--- src/rtl/mem_pkg.sv ---
// Shared types and constants for the memory-stage access controller.
package mem_pkg;

    typedef enum logic [1:0] {
        IDLE   = 2'd0,
        ACCESS = 2'd1,
        DONE   = 2'd2
    } mem_state_t;

    localparam logic [1:0] FAULT_NONE     = 2'b00;
    localparam logic [1:0] FAULT_MISALIGN = 2'b01;
    localparam logic [1:0] FAULT_TIMEOUT  = 2'b10;

    localparam int BYTE_LANES = 8;

endpackage

--- src/rtl/mem_lane_align.sv ---
// Little-endian lane steering: byte enables, replicated store data and
// zero-extended extraction of the addressed load byte.
module mem_lane_align
    import mem_pkg::*;
(
    input  logic                    byte_op,
    input  logic [2:0]              lane,
    input  logic [63:0]             wr_data,
    input  logic [63:0]             rd_data,
    output logic [BYTE_LANES-1:0]   be,
    output logic [63:0]             wdata,
    output logic [63:0]             rd_aligned
);

    logic [7:0] rd_byte;

    assign rd_byte = rd_data[{lane, 3'b000} +: 8];

    // Byte stores replicate the byte across all lanes; the enable picks the lane.
    assign be         = byte_op ? (BYTE_LANES'(1) << lane) : {BYTE_LANES{1'b1}};
    assign wdata      = byte_op ? {BYTE_LANES{wr_data[7:0]}} : wr_data;
    assign rd_aligned = byte_op ? {56'b0, rd_byte} : rd_data;

endmodule

--- src/rtl/mem_access_unit.sv ---
// MEM-stage controller: turns loads/stores into a request/ready access to a
// variable-latency data memory and stalls the upstream pipeline meanwhile.
module mem_access_unit
    import mem_pkg::*;
#(
    parameter int TIMEOUT = 16,
    parameter int CNT_W   = $clog2(TIMEOUT + 1)
)
(
    input  logic        clk,
    input  logic        reset,
    input  logic        MemRead_mem,
    input  logic        MemWrite_mem,
    input  logic        byte_op_mem,
    input  logic [63:0] alu_result_mem,
    input  logic [63:0] wr_data_mem,
    output logic [63:0] dm_read_data_mem,
    output logic        mem_stall,
    output logic        mem_fault,
    output logic [1:0]  fault_code,
    output logic        dm_req,
    output logic        dm_we,
    output logic [63:0] dm_addr,
    output logic [7:0]  dm_be,
    output logic [63:0] dm_wdata,
    input  logic        dm_ready,
    input  logic [63:0] dm_rdata
);

    mem_state_t       state;
    logic [CNT_W-1:0] cnt;

    logic        op_valid;
    logic        misaligned;
    logic        is_store;
    logic [7:0]  lane_be;
    logic [63:0] lane_wdata;
    logic [63:0] lane_rdata;

    assign op_valid   = MemRead_mem | MemWrite_mem;
    assign misaligned = ~byte_op_mem & (alu_result_mem[2:0] != 3'b000);
    assign is_store   = MemWrite_mem & ~MemRead_mem;

    mem_lane_align u_lane_align (
        .byte_op    (byte_op_mem),
        .lane       (alu_result_mem[2:0]),
        .wr_data    (wr_data_mem),
        .rd_data    (dm_rdata),
        .be         (lane_be),
        .wdata      (lane_wdata),
        .rd_aligned (lane_rdata)
    );

    // Handshake: dm_req rises on entering ACCESS and, together with dm_we,
    // dm_addr, dm_be and dm_wdata, stays stable until the cycle in which
    // dm_ready pulses (transfer happens there) or the timeout aborts it.
    assign dm_req   = (state == ACCESS);
    assign dm_we    = dm_req & is_store;
    assign dm_addr  = dm_req ? {alu_result_mem[63:3], 3'b000} : 64'd0;
    assign dm_be    = dm_req ? lane_be : 8'd0;
    assign dm_wdata = dm_req ? lane_wdata : 64'd0;

    // Reset releases the pipeline at once rather than waiting for IDLE decode.
    assign mem_stall = ~reset & ((state == ACCESS) | ((state == IDLE) & op_valid));

    always_ff @(posedge clk or posedge reset) begin
        if (reset) begin
            state            <= IDLE;
            cnt              <= '0;
            dm_read_data_mem <= 64'd0;
            mem_fault        <= 1'b0;
            fault_code       <= FAULT_NONE;
        end else begin
            case (state)
                IDLE: begin
                    mem_fault  <= 1'b0;
                    fault_code <= FAULT_NONE;
                    if (op_valid) begin
                        if (misaligned) begin
                            state            <= DONE;
                            mem_fault        <= 1'b1;
                            fault_code       <= FAULT_MISALIGN;
                            dm_read_data_mem <= 64'd0;
                        end else begin
                            cnt   <= '0;
                            state <= ACCESS;
                        end
                    end
                end
                ACCESS: begin
                    cnt <= cnt + CNT_W'(1);
                    // A completion in the last allowed cycle beats the timeout.
                    if (dm_ready) begin
                        state            <= DONE;
                        dm_read_data_mem <= is_store ? 64'd0 : lane_rdata;
                    end else if (cnt == CNT_W'(TIMEOUT - 1)) begin
                        state            <= DONE;
                        mem_fault        <= 1'b1;
                        fault_code       <= FAULT_TIMEOUT;
                        dm_read_data_mem <= 64'd0;
                    end
                end
                DONE: begin
                    state      <= IDLE;
                    mem_fault  <= 1'b0;
                    fault_code <= FAULT_NONE;
                end
                default: begin
                    state <= IDLE;
                end
            endcase
        end
    end

endmodule

--- config.mk ---
export PLATFORM = sky130hd
export DESIGN_NAME = mem_access_unit
export DESIGN_NICKNAME = d
export VERILOG_FILES = /design/src/rtl/mem_pkg.sv /design/src/rtl/mem_lane_align.sv /design/src/rtl/mem_access_unit.sv
export SDC_FILE = /design/constraint.sdc
export NUM_CORES = 1
export LEC_CHECK = 0
export BUFFER_PORTS_ARGS = -buffer_cell sky130_fd_sc_hd__buf_4
export CAP_MARGIN = 20
export CORE_AREA = 2 2 157 159
export CTS_BUF_LIST = sky130_fd_sc_hd__clkbuf_2
export CTS_CLUSTER_SIZE = 30
export DETAILED_ROUTE_END_ITERATION = 12
export DIE_AREA = 0 0 159 161
export PLACE_DENSITY = 0.57
export SYNTH_ARGS = -nofsm -noshare
export SYNTH_HDL_FRONTEND = slang
export SYNTH_HIERARCHICAL = 1
export SYNTH_SLANG_ARGS = --single-unit
--- constraint.sdc ---
create_clock -name clk -period 2.4 [get_ports clk]
set_clock_uncertainty 0.2 [all_clocks]
set_input_delay 0.12 -clock clk [delete_from_list [all_inputs] [get_ports clk]]
set_output_delay 0.12 -clock clk [all_outputs]
set_load 0.005 [all_outputs]
==> flow_summary.ini, run 1 <==
[cells_and_area]
finalNonFillerCells = 1430
num-nets-final = 1306
num_antenna_cells = 0
layout_common_cells = buf_4 (411), and2_1 (141), dlygate4sd3_1 (77)
final_common_cell = buf_4
drive_gt1_share_pct = 40.2
syn_to_final_growth_pct = 73.5
final_util_pct = 40.6
post-route-cell-area_um2 = 9720

[cts]
clock_path_buffers = 2
path_clk_slew_ps = 240
insertion_delay_ps = 520
cts_tree = built
clkSinkCount = 74
cts_buffers = 9
cts_setup_buffers = 0
htreeDepth = 3
root_buffer = clkbuf_2

[global_routing]
grt_start_max_net_pins = 73
antenna_found_initial = 0
grt_pass1_wl_mm = 37.3
grt_pass1_vias = 6318
grt_overflow = 0
grt_usage_pct = 18.6

[die]
initial_utilization_pct = 23.4
floorplan.rows = 57
die_h_um = 161
die-area_um2 = 25600
die_w_um = 159
pin_count = 404
core_um2 = 24000

[placement]
globalplace.congestion = 0.824
io_buffers = 400
placedCellCount = 1338
postPlaceCellArea_um2 = 8840
hpwl_mm = 19.3

[detailed_routing]
wl_mm = 25.2
vias = 6406
drc = 0
via_per_inst = 4.48
drtIter0Drc = 302
wire_per_inst_um = 17.6
ant_nets = 0
firstDrtPassIters = 4

[logic_synthesis]
yosys.area.top_type = dfrtp_1
synth_area_leaders = dfrtp_1 (33%), and2_1 (16%), a22o_1 (10%), nor2b_1 (7.3%), o21ai_0 (5.9%)
synth_warnings = 6
synth_edf_count = 0
ys_seq_area_share_pct = 33.1
synth-main-ff-cell = dfrtp_1
synth_cell_types = 43
async_flop_share_pct = 100
netlist_area_um2 = 5600
yosys.area.top_type_share_pct = 33.1
syn_area_per_cell_um2 = 8.53
synthCells = 657
yosys_register_bits = 74

[sta]
max_slew_margin_pct = 66.1
drv_slew = 0
setup_viol = 2
rsz0062_at_grt = no
period_share_pct = 101
worst_pin_slew_ps = 509
max_freq_ghz = 0.414
fin_crit_ps = 2420
fin_ws_ps = -18.2
hold_viol_final = 0

[pwr]
peakVddDrop_mv = 0.338
power_frac_seq_pct = 30.3
power.leakage_nw = 5.16
p_sw_share_pct = 38.4
total_power_mw = 5.96
power_frac_clock_pct = 10.0
p_sw_mw = 2.28
p_int_mw = 3.67
power_density_nw_per_um2 = 613
combPwrFrac_pct = 59.7

[status]
status = complete, but fails checks
violations = setup timing

[setup_path]
crit_fanout = 14
crit_family = buffers and inverters
cpPeakStageDelay_ps = 560
cpMostUsedCell = dlygate4sd3_1
cp_num_buf_inv = 3
start_kind = input port
crit_required_ps = 2610
cp_slowest_cell = dlygate4sd3_1
worstPathCellList = dlygate4sd3_1, buf_4, nand2b_1, a211o_1, a41o_1, dlygate4sd3_1, a22o_1
crit_arrival_ps = 2620
path_class = in2reg
critPathCaptureType = flip-flop

[min_path]
hold_path_class = in2reg

[run]
cap_viol_max_count = 0
## cell usage after synthesis (2+ instances only)
cell type and count:
nor2b_1 65, ha_1 6, a22o_1 66, buf_4 13, mux2_2 2, dfrtp_1 74
nand2_1 16, mux2i_1 24, nor2_1 5, a211o_1 8, o21ai_0 66, nand3_1 10
buf_6 15, inv_1 62, clkbuf_1 31, o211ai_1 2, nor4_1 2, a22oi_1 9
nand2b_1 2, a21oi_1 4, a41o_1 8, inv_2 2, and2_1 141, buf_2 5
## power groups by stage
stage | logic, mW | registers [mW] | clock network, mW
final | 3.56 | 1.80 | 0.596
after global routing | 3.87 | 1.84 | 0.668
after CTS | 3.57 | 1.80 | 0.613
after detailed placement | 3.44 | 1.82 | 0
after global placement | 3.42 | 1.83 | 0
after floorplan | 1.58 | 1.77 | 0
## layout make-up
class / instances / area (um^2)
Fill cell: 2505 / 14200
Timing Repair Buffer: 496 / 4020
Multi-Input combinational cell: 457 / 3120
Sequential cell: 74 / 1850
Tap cell: 324 / 405
Inverter: 64 / 241
Clock buffer: 9 / 45.0
Clock inverter: 6 / 35.0
## layer usage
metal | share of wire (%) | track usage, % | vias to the layer above
li1 | - | - | 3084
met1 | 40 | 22.2 | 3017
met2 | 52 | 33.8 | 280
met3 | 6.4 | 3.72 | 25
met4 | 2.1 | 5.25 | 0
met5 | 0 | 0 | -
## state kept, by name, indices dropped and copies added (netlist names)
| name | cells |
|---|---|
| dm_read_data_mem | 64 |
| cnt | 5 |
| fault_code | 2 |
| state | 2 |
| mem_fault | 1 |
## path summary, 6_finish.rpt
kind                                   start                   end  slack, ps  depth (start not counted)
setup reg to reg                      cnt[0]   dm_read_data_mem[2]        140                          7
setup / recovery           alu_result_mem[2]   dm_read_data_mem[0]        -20                          7
hold reg to reg                       cnt[4]                cnt[4]        330                          2
hold / removal                   byte_op_mem             mem_fault        120                          4
max in group asynchronous              reset   dm_read_data_mem[3]        870                          5
min in group asynchronous              reset  dm_read_data_mem[49]        510                          4
## timing repair
item                       CTS  global route
pin swaps                    0             0
gates cloned                 0             0
hold endpoints to repair   148             1
hold buffers                76             1
resized for setup            2             6
setup endpoints to repair  132           132
## kinds of logic (layout without fill, tap and decap cells)
family	count (synthesis)	after routing	synth area share, %
AO/OA/AOI/OAI	171	171	22.0
other	1	3	0.0669
buffers and inverters	128	575	11.6
adder cells (fa/ha/maj)	6	6	1.34
multiplexers	26	26	4.69
AND/OR/NAND/NOR	251	251	27.3
flip-flops	74	74	33.1
## tightest hold or removal path, stage by stage
cell and delay (ps):
buf_4 380, nor4_1 150, a21oi_1 110, a21oi_1 70
## through the flow
stage | hold WS (ps) | TNS (ps) | setup slack, ps
floorplan | 67.6 | 0 | 198
global placement | -28.5 | 0 | 227
detailed placement | -11.6 | 0 | 181
CTS | 1.22 | -26.5 | -13.0
global route | 159 | 0 | 7.19
finish | 120 | -18.4 | -18.2
No activity file was read; power rests on OpenSTA's default activity.
==> run 2: changes to the inputs <==
- CORE_AREA: 2 2 157 159 -> 5 5 155 157
- DIE_AREA: 0 0 159 161 -> 0 0 160 162
- PLACE_DENSITY: 0.57 -> 0.6
- SKIP_CTS_REPAIR_TIMING: default -> 1
==> run 2 against run 1 <==
Die area increased by 1.3%. Critical path type unchanged. Hold slack got worse by 100 ps. Via count is 0.22% lower. The run now ends clean. Register-to-register slack about the same. Clock power is 39% higher. Final cell count shrank 2.7%. Utilization rose by 3.0 points. Largest cell class unchanged. Wire length grew 3.1%.
==> flow_summary.ini, run 2 (synthesis results as in run 1) <==
[status]
status = finished, final reports clean

[cts]
clock_path_buffers = 2
htreeDepth = 3
clkSinkCount = 74
insertion_delay_ps = 520
cts_tree = built
root_buffer = clkbuf_2
path_clk_slew_ps = 240
cts_buffers = 9

[setup_path]
critPathCaptureType = flip-flop
crit_family = buffers and inverters
start_kind = input port
cpPeakStageDelay_ps = 690
cpMostUsedCell = dlygate4sd3_1
cp_num_buf_inv = 3
crit_required_ps = 2680
crit_fanout = 10
path_class = in2reg
worstPathCellList = buf_4, dlygate4sd3_1, nor3_4, o22ai_1, dlygate4sd3_1, or4_1, nand3_1
crit_arrival_ps = 2560
cp_slowest_cell = dlygate4sd3_1

[detailed_routing]
drtIter0Drc = 357
wl_mm = 26.0
via_per_inst = 4.60
firstDrtPassIters = 5
vias = 6392
ant_nets = 0
wire_per_inst_um = 18.7
drc = 0

[global_routing]
grt_overflow = 0
antenna_found_initial = 0
grt_pass1_wl_mm = 36.6
grt_start_max_net_pins = 73
grt_usage_pct = 17.9
grt_pass1_vias = 6206

[cells_and_area]
final_common_cell = buf_4
reg.largest.list = dm_read_data_mem (64), cnt (5)
largest_reg_flops = 64
layout_common_cells = buf_4 (405), and2_1 (141), dlygate4sd3_1 (80)
fill_cells = 2211
num-nets-final = 1305
num_antenna_cells = 0
top_register = dm_read_data_mem
drive_gt1_share_pct = 40.2
syn_to_final_growth_pct = 74.1

[pwr]
power_frac_clock_pct = 13.3
p_sw_mw = 2.30
p_sw_share_pct = 36.8
combPwrFrac_pct = 58.2
p_int_mw = 3.94
power.leakage_nw = 5.19
total_power_mw = 6.23
peakVddDrop_mv = 0.285
power_density_nw_per_um2 = 639
power_frac_seq_pct = 28.5

[sta]
max_slew_margin_pct = 55.2
hold_viol_final = 0
setup_tns_ps = 0
max_freq_ghz = 0.440
rsz0062_at_grt = no
fin_crit_ps = 2270
drv_slew = 0
setup_viol = 0
worst_pin_slew_ps = 669
fin_ws_ps = 126
period_share_pct = 94.7

[die]
die_w_um = 160
die_h_um = 162
floorplan.rows = 55
die-area_um2 = 25900
initial_utilization_pct = 25.1
core_um2 = 22400
pin_count = 404

[placement]
globalplace.congestion = 0.801
dpl_worst_slack_ps = 173
hpwl_mm = 19.9
io_buffers = 400

[run]
cap_viol_max_count = 0

[min_path]
hold_path_class = in2reg
-- run 2: changes by cell type in the layout (fill, tap and decap cells not counted), sizes merged --
cell | before | now
buf | 419 | 414
bufinv | 0 | 2
clkbuf | 9 | 10
clkinv | 6 | 3
clkinvlp | 1 | 0
dlygate4sd3 | 77 | 80
inv | 63 | 65
nand2 | 17 | 18
-- run 2: worst paths after layout --
| kind | startpoint | slack, ps | to | cells after the start |
|---|---|---|---|---|
| worst max-delay path | alu_result_mem[2] | 130 | cnt[3] | 7 |
| worst min-delay path | byte_op_mem | 20 | dm_read_data_mem[48] | 3 |
| worst max register to register | cnt[0] | 150 | dm_read_data_mem[46] | 7 |
| worst min register to register | cnt[4] | 320 | cnt[4] | 2 |
| max in group asynchronous | reset | 750 | dm_read_data_mem[43] | 5 |
| min in group asynchronous | reset | 590 | state[1] | 4 |
-- run 2: layout make-up --
| class | instances | area, um^2 | area share, % |
|---|---|---|---|
| Timing Repair Buffer | 494 | 4030 | 41.3 |
| Multi-Input combinational cell | 458 | 3140 | 32.2 |
| Sequential cell | 74 | 1850 | 19.0 |
| Tap cell | 285 | 357 | 3.66 |
| Inverter | 64 | 241 | 2.48 |
| Clock inverter | 6 | 87.6 | 0.898 |
| Clock buffer | 10 | 50.0 | 0.513 |
-- run 2: worst register-to-register path, cell delays in order, from the launching register on --
cell	delay, ps
dfrtp_1	460
ha_1	230
and3_1	190
ha_1	190
or3_4	380
nand2_4	170
buf_12	190
a22o_1	160
-- run 2: power by group through the flow --
stage | sequential, mW | clock [mW] | combinational [mW]
6_report | 1.78 | 0.827 | 3.63
5_1_grt | 1.82 | 0.909 | 3.94
4_1_cts | 1.78 | 0.853 | 3.48
3_5_place_dp | 1.80 | 0 | 3.46
3_3_place_gp | 1.81 | 0 | 3.43
2_1_floorplan | 1.77 | 0 | 1.58
-- run 2: per-layer routing --
| layer | wire length, um | track usage (%) | share of wire [%] | vias up |
|---|---|---|---|---|
| met1 | 9980 | 20.7 | 38 | 3027 |
| met2 | 13700 | 32.6 | 53 | 259 |
| met4 | 456 | 3.95 | 1.8 | 0 |
| met3 | 1830 | 5.43 | 7.1 | 24 |
| li1 | - | - | - | 3082 |
| met5 | 0 | 0 | 0 | - |
-- run 2: stage by stage --
| step | std cells | hold slack [ps] | util, % | instance area [um^2] |
|---|---|---|---|---|
| final | 1391 | 16.9 | 43.6 | 9750 |
| after global routing | 1391 | 10.4 | 43.6 | 9750 |
| after CTS | 1309 | -598 | 39.8 | 8900 |
| after global placement | 1293 | 39.6 | 39.2 | 8760 |
| after floorplan | 659 | 67.6 | - | 5610 |
| after detailed placement | 1293 | 42.4 | 39.2 | 8760 |
